## config.mk

```make
export PLATFORM = sky130hd
export DESIGN_NAME = fifo
export DESIGN_NICKNAME = d
export VERILOG_FILES = /design/src/rtl/fifo.sv
export SDC_FILE = /design/constraint.sdc
export NUM_CORES = 1
export LEC_CHECK = 0
export ABC_CLOCK_PERIOD_IN_PS = 2750
export CAP_MARGIN = 10
export CELL_PAD_IN_SITES_DETAIL_PLACEMENT = 0
export CELL_PAD_IN_SITES_GLOBAL_PLACEMENT = 1
export CORE_UTILIZATION = 40
export DETAILED_ROUTE_END_ITERATION = 16
export GPL_TIMING_DRIVEN = 0
export PLACE_DENSITY = 0.67
export SYNTH_ARGS = -nofsm -noshare
export SYNTH_HDL_FRONTEND = slang
export SYNTH_SLANG_ARGS = --single-unit
```

## constraint.sdc

```tcl
create_clock -name clk -period 2.75 [get_ports clk]
set_input_delay 0.55 -clock clk [delete_from_list [all_inputs] [get_ports clk]]
set_output_delay 0.55 -clock clk [all_outputs]
set_load 0.03 [all_outputs]
```

## src/rtl/fifo.sv

```systemverilog
// Synchronous single-clock FIFO with registered read data.
// Occupancy is tracked in an explicit count, so any FIFO_DEPTH >= 2 works,
// including non-powers of two. The full and empty flags are decoded
// directly from that count.
module fifo #(
  parameter int DATA_WIDTH = 8,
  parameter int FIFO_DEPTH = 16
) (
  input  logic                  clk,
  input  logic                  rst,
  input  logic                  write_en,
  input  logic                  read_en,
  input  logic [DATA_WIDTH-1:0] data_in,
  output logic [DATA_WIDTH-1:0] data_out,
  output logic                  empty,
  output logic                  full
);

  localparam int PTR_W = $clog2(FIFO_DEPTH);
  localparam int CNT_W = PTR_W + 1;

  localparam logic [PTR_W-1:0] LAST_IDX = PTR_W'(FIFO_DEPTH - 1);
  localparam logic [CNT_W-1:0] DEPTH_C  = CNT_W'(FIFO_DEPTH);

  logic [DATA_WIDTH-1:0] mem [FIFO_DEPTH];
  logic [PTR_W-1:0]      wr_ptr;
  logic [PTR_W-1:0]      rd_ptr;
  logic [CNT_W-1:0]      count;

  logic                  do_wr;
  logic                  do_rd;
  logic [PTR_W-1:0]      wr_ptr_nxt;
  logic [PTR_W-1:0]      rd_ptr_nxt;

  assign empty = (count == '0);
  assign full  = (count == DEPTH_C);

  // A write while full is accepted only when a read frees the slot on the same edge.
  assign do_rd = read_en && !empty;
  assign do_wr = write_en && (!full || read_en);

  // Next pointer values, wrapping at FIFO_DEPTH-1 because the depth need not be a power of two.
  always_comb begin
    // NOTE: every signal gets a default first, so no path leaves it unassigned and no latch is inferred.
    wr_ptr_nxt = wr_ptr;
    rd_ptr_nxt = rd_ptr;
    if (do_wr) wr_ptr_nxt = (wr_ptr == LAST_IDX) ? '0 : wr_ptr + 1'b1;
    if (do_rd) rd_ptr_nxt = (rd_ptr == LAST_IDX) ? '0 : rd_ptr + 1'b1;
  end

  // Storage array write port.
  always_ff @(posedge clk) begin
    // NOTE: storage is left out of reset. Stale words cannot be read, because count gates every read.
    if (do_wr && !rst) mem[wr_ptr] <= data_in;
  end

  // Pointers, occupancy and registered read data. Reset takes priority over any request.
  always_ff @(posedge clk) begin
    // NOTE: state uses non-blocking assignments, so every register samples pre-edge values.
    if (rst) begin
      wr_ptr   <= '0;
      rd_ptr   <= '0;
      count    <= '0;
      data_out <= '0;
    end else begin
      wr_ptr <= wr_ptr_nxt;
      rd_ptr <= rd_ptr_nxt;
      if (do_rd) data_out <= mem[rd_ptr];
      case ({do_wr, do_rd})
        2'b10:   count <= count + 1'b1;
        2'b01:   count <= count - 1'b1;
        default: count <= count;
      endcase
    end
  end

endmodule

```

; Word level (Yosys, flattened, before mapping)
; Memory sizes are Yosys's and may differ from the RTL's. A register that Yosys moved wholly into a read port is not among the register bits.
; Index checks and enable logic that the tools add are counted.
[totals]
elab_cells = 27
ff_bits = 13
latch_bits = 0
inputBits = 12
ram_bits = 128
mem_bits_ro = 0
output_inout_bits = 10
memories = 1
[mem_list]
columns = name, depth, width, rd, rd_clocked_by_memory_dff, write_ports, line
row1 = mem, 16, 8, 1, 1, 1, 25  ; logic [DATA_WIDTH-1:0] mem [FIFO_DEPTH];
[classes]
muxes = 5
div = 0
bitwise_logic = 0
n_reduce_logical = 9
add_sub_neg = 4
n_lt_le_gt_ge = 0
n_shift = 0
eq_ne = 5
multipliers = 0
[op_table]
columns = operator, n
row1 = $pmux W5 S2, 1
row2 = $add A4 B1 Y4 const B, 2
row3 = $eq A4 B4 Y1 const B, 2
row4 = $mux W4, 2
row5 = $add A5 B1 Y5 const B, 1
row6 = $eq A5 B5 Y1 const B, 1
row7 = $logic_not A5 Y1, 1
row8 = $sub A5 B1 Y5 const B, 1
row9 = $logic_and A1 B1 Y1, 3
row10 = $logic_not A1 Y1, 3
row11 = $eq A2 B1 Y1 const B, 1
row12 = $eq A2 B2 Y1 const B, 1
row13 = $mux W1, 2
row14 = $reduce_bool A2 Y1, 1
row15 = $logic_or A1 B1 Y1, 1

; Longest topological paths before layout
[depth]
depth_word = 7
mapped_depth = 10
mapped_depth_nobuf = 9

; Worst setup path before layout
; No wires, ideal clock.
[synth_timing]
kind = register to register
from = reg count[0]
to = reg count[4]
path_slack_ns = -0.108
required_time_ns = 2.629
synth_period_minus_slack_ns = 2.858
stages_incl_launch_ff = 11
setup_ns = 0.121
n_path_buf = 1
arrival_ns = 2.737
cell_sequence = dfxtp_1 > or4_4 > buf_6 > o21ai_4 > inv_2 > ha_1 > fa_1 > a21o_1 > a21oi_1 > mux2i_1 > mux2_2
[synth_between]
elab_cells_between_ends = 13
classes_between = add/sub: 2 / eq/ne: 3 / mux: 1 / reduce/logical: 7
[synth_lines]
columns = item, line
row1 = "start, declared", 28  ; logic [CNT_W-1:0] count;
row2 = "start signal, assigned", 70  ; 2'b10: count <= count + 1'b1;
row3 = "start signal, assigned", 71  ; 2'b01: count <= count - 1'b1;
row4 = "start signal, assigned", 72  ; default: count <= count;
row5 = $logic_not A5 Y1 (*), 35  ; assign empty = (count == '0);
row6 = $logic_not A1 Y1 (*), 39  ; assign do_rd = read_en && !empty;
row7 = $logic_and A1 B1 Y1 (*), 39
row8 = via do_rd, 31  ; logic do_rd;
row9 = $eq A2 B1 Y1 or $eq A2 B2 Y1 (tied branches), 69  ; case ({do_wr, do_rd})
row10 = $pmux W5 S2 or $reduce_bool A2 Y1 (tied branches), --
; The timed path passes the listed nets; every way through them passes the cells marked *.
; A chain may end at the register's enable or synchronous reset.

; Worst setup path in the final report
[layout_timing]
from = reg count[2]
to = reg count[4]
; Same word-level chain as after synthesis.

==> qor.yml <==
outcome: "finished clean"
place_ws_ps: -366
synth_fa_ha_area_frac: 0.0221
critPathRequiredTime_ps: 3050
drc: 0
clkTransAtPathRegs_ps: 60
die_x_um: 125
synth_edf_count: 128
busiest_layer: "met2"
synth_cell_types: 39
yosysWarnings: 0
core_mm2: 0.0146
power_mw: 6.26
synth_fp_nets: 347
criticalPathCategory: "reg2reg"
start_util: 0.412
final_antenna_net_count: 0
numCtsBuffers: 17
final.period_utilization: 0.983
synthCells: 325
grt_util_met2: 0.280
path_cells: "or4_4 > o21ai_4 > inv_4 > ha_4 > fa_2 > a21o_1 > a21oi_2 > mux2i_1 > mux2_2"
p_leak_nw: 2.31
fin_crit_ps: 2700
yosysSeqAreaShare: 0.710
cts.sinks: 149
grt_max_degree: 17
place.gp.congestion: 0.745
synthArstFlopShare: 0
nNetsFinal: 397
grt_pass1_vias: 3331
placed_cells: 530
drt_wl_total_um: 12500
globalRouteOverflowTotal: 0
skew_ps: 8.92
rows: 44
hold_viol_final: 0
finalWorstSetupSlack_ps: 45.8
synthFlopType: "edfxtp_1"
synth_xor_xnor_area_share: 0.00729
arrival_ps: 3010
drive_gt1_frac: 0.253
clk_latency_ps: 420
vias: 3098
end_kind: "register"
drv_slew: 0
globalRouteTotalUtil: 0.174
p_per_area_mw_per_mm2: 876
dieArea_mm2: 0.0155
yosysMostFrequentCell: "edfxtp_1"
synth_common_cells: "edfxtp_1, mux4_2, nor2_1"
dr.pass1.iters: 4
port_buffers: 21
rsz0062_at_grt: "yes"
ys_ff_latch: 149
critPathTopFamily: "simple AND/OR/NAND/NOR gates"
vias_per_cell: 5.42
slowest_stage: "or4_4"
yosys.area_share.simple: 0.0496
n_antenna_cell: 0
synthesis.area_mm2: 0.00601
synthMuxAreaShare: 0.153
instances_no_fill: 572
max-clock-path-buffers: 2
hold_ws_ps: 513
setup_viol: 0
htree_levels: 4
start_kind: "register"
avgSynthCellArea_um2: 18.5
yosysTopAreaCell: "edfxtp_1"
worstMarginPinSlew_ps: 1020
num-fill-cells: 1198
hp-class: "reg2reg"
maxSlewHeadroom: 0.319
dpl.hpwl_um: 7870
multi_input_area_mm2: 0.00168
regArea_mm2: 0.00427
io_pins: 22
slowest_delay_ps: 600
use_met1: 0.225
use_met3: 0.0524
maxCapViolations: 0
path_max_fanout: 6
drt_iter0_drc: 207
synth.area.top_cells: "edfxtp_1, mux4_2, dfxtp_1"
ir_worst_vdd_uv: 717
synth_compound_area_frac: 0.0408
fmax_mhz: 370
grt_pass1_wl_um: 19300
antenna_found_initial: 0
synth_top_family_by_area: "multiplexers"
crit_buf_inv: 1
routedWlPerCell_um: 21.9
areaGrowthSynthToFinish_pct: 18.9
cts_tree: "yes"
die_h_um: 125
yosys.area.top_type_share: 0.640
root_buffer: "clkbuf_16"
power breakdown:
group / internal (mW) / switching [mW] / total [mW]
Combinational: 0.614 / 0.734 / 1.35
Clock: 1.34 / 0.922 / 2.27
Sequential: 2.56 / 0.0813 / 2.65
Total: 4.52 / 1.74 / 6.26
final timing paths:
kind | to | slack, ps | cells after the start | startpoint
min reg2reg | count[2] | 510 | 2 | count[2]
min | count[2] | 510 | 2 | count[2]
max reg2reg | count[4] | 50 | 9 | count[2]
max | count[4] | 50 | 9 | count[2]
state kept, by name, summed over array words and instances (netlist names):
register and cells:
mem 128, data_out 8, wr_ptr 4, count 5, rd_ptr 4
cells by family (layout without fill, tap and decap cells):
| kind of cell | count (synthesis) | after routing |
|---|---|---|
| xor+xnor | 5 | 5 |
| simple gates | 58 | 58 |
| flops | 149 | 149 |
| compound gates | 29 | 29 |
| fa+ha+maj | 10 | 10 |
| buf+inv | 22 | 85 |
| mux | 52 | 52 |
cell usage in the layout, fill, tap and decap left out, drive strengths merged, types with 2 or more instances in the layout:
master         instances
edfxtp               128
mux4                  32
nor2                  28
clkbuf                26
dfxtp                 21
mux2i                 19
clkdlybuf4s50         19
buf                   19
nand3b                10
inv                   10
a21oi                  9
ha                     9
o221ai                 8
nand2                  6
nand2b                 5
clkinv                 5
xor2                   4
or3                    3
o311ai                 2
a21o                   2
nor3                   2
clkinvlp               2
bufinv                 2
dlymetal6s2s           2
or4                    2
o21ai                  2
o31ai                  2
repair_timing:
action | CTS | global route
buffers inserted | 7 | 4
hold buffers | 0 | 0
setup endpoints to repair | 3 | 11
gates resized for setup | 4 | 5
pin swaps | 6 | 5
tightest hold or removal path, cell delays in order (launching register included):
cell	delay (ps)
dfxtp_4	350
a21oi_1	60
nor2_1	70
layer usage:
layer | wire length [um] | vias to the layer above
met5 | 0 | -
met4 | 120 | 0
met3 | 591 | 11
met2 | 6240 | 76
met1 | 5590 | 1605
li1 | - | 1406
per-stage QoR:
step,cell area [um2],setup TNS [ps],util
floorplan,6040,0,-
global placement,6480,-18150,0.444
detailed placement,6480,-20210,0.444
CTS,7110,0,0.487
global route,7150,-56.1,0.490
finish,7150,0,0.490
layout make-up:
| cell class | count | area share |
|---|---|---|
| clock buffers | 18 | 0.0600 |
| flip-flops and latches | 149 | 0.598 |
| multi-input cells | 154 | 0.234 |
| plain buffers | 16 | 0.0103 |
| repair buffers | 32 | 0.0417 |
| inverters | 5 | 0.00298 |
| well taps | 184 | 0.0322 |
| clock inverters | 14 | 0.0208 |
Power figures use the tool's default switching activity.
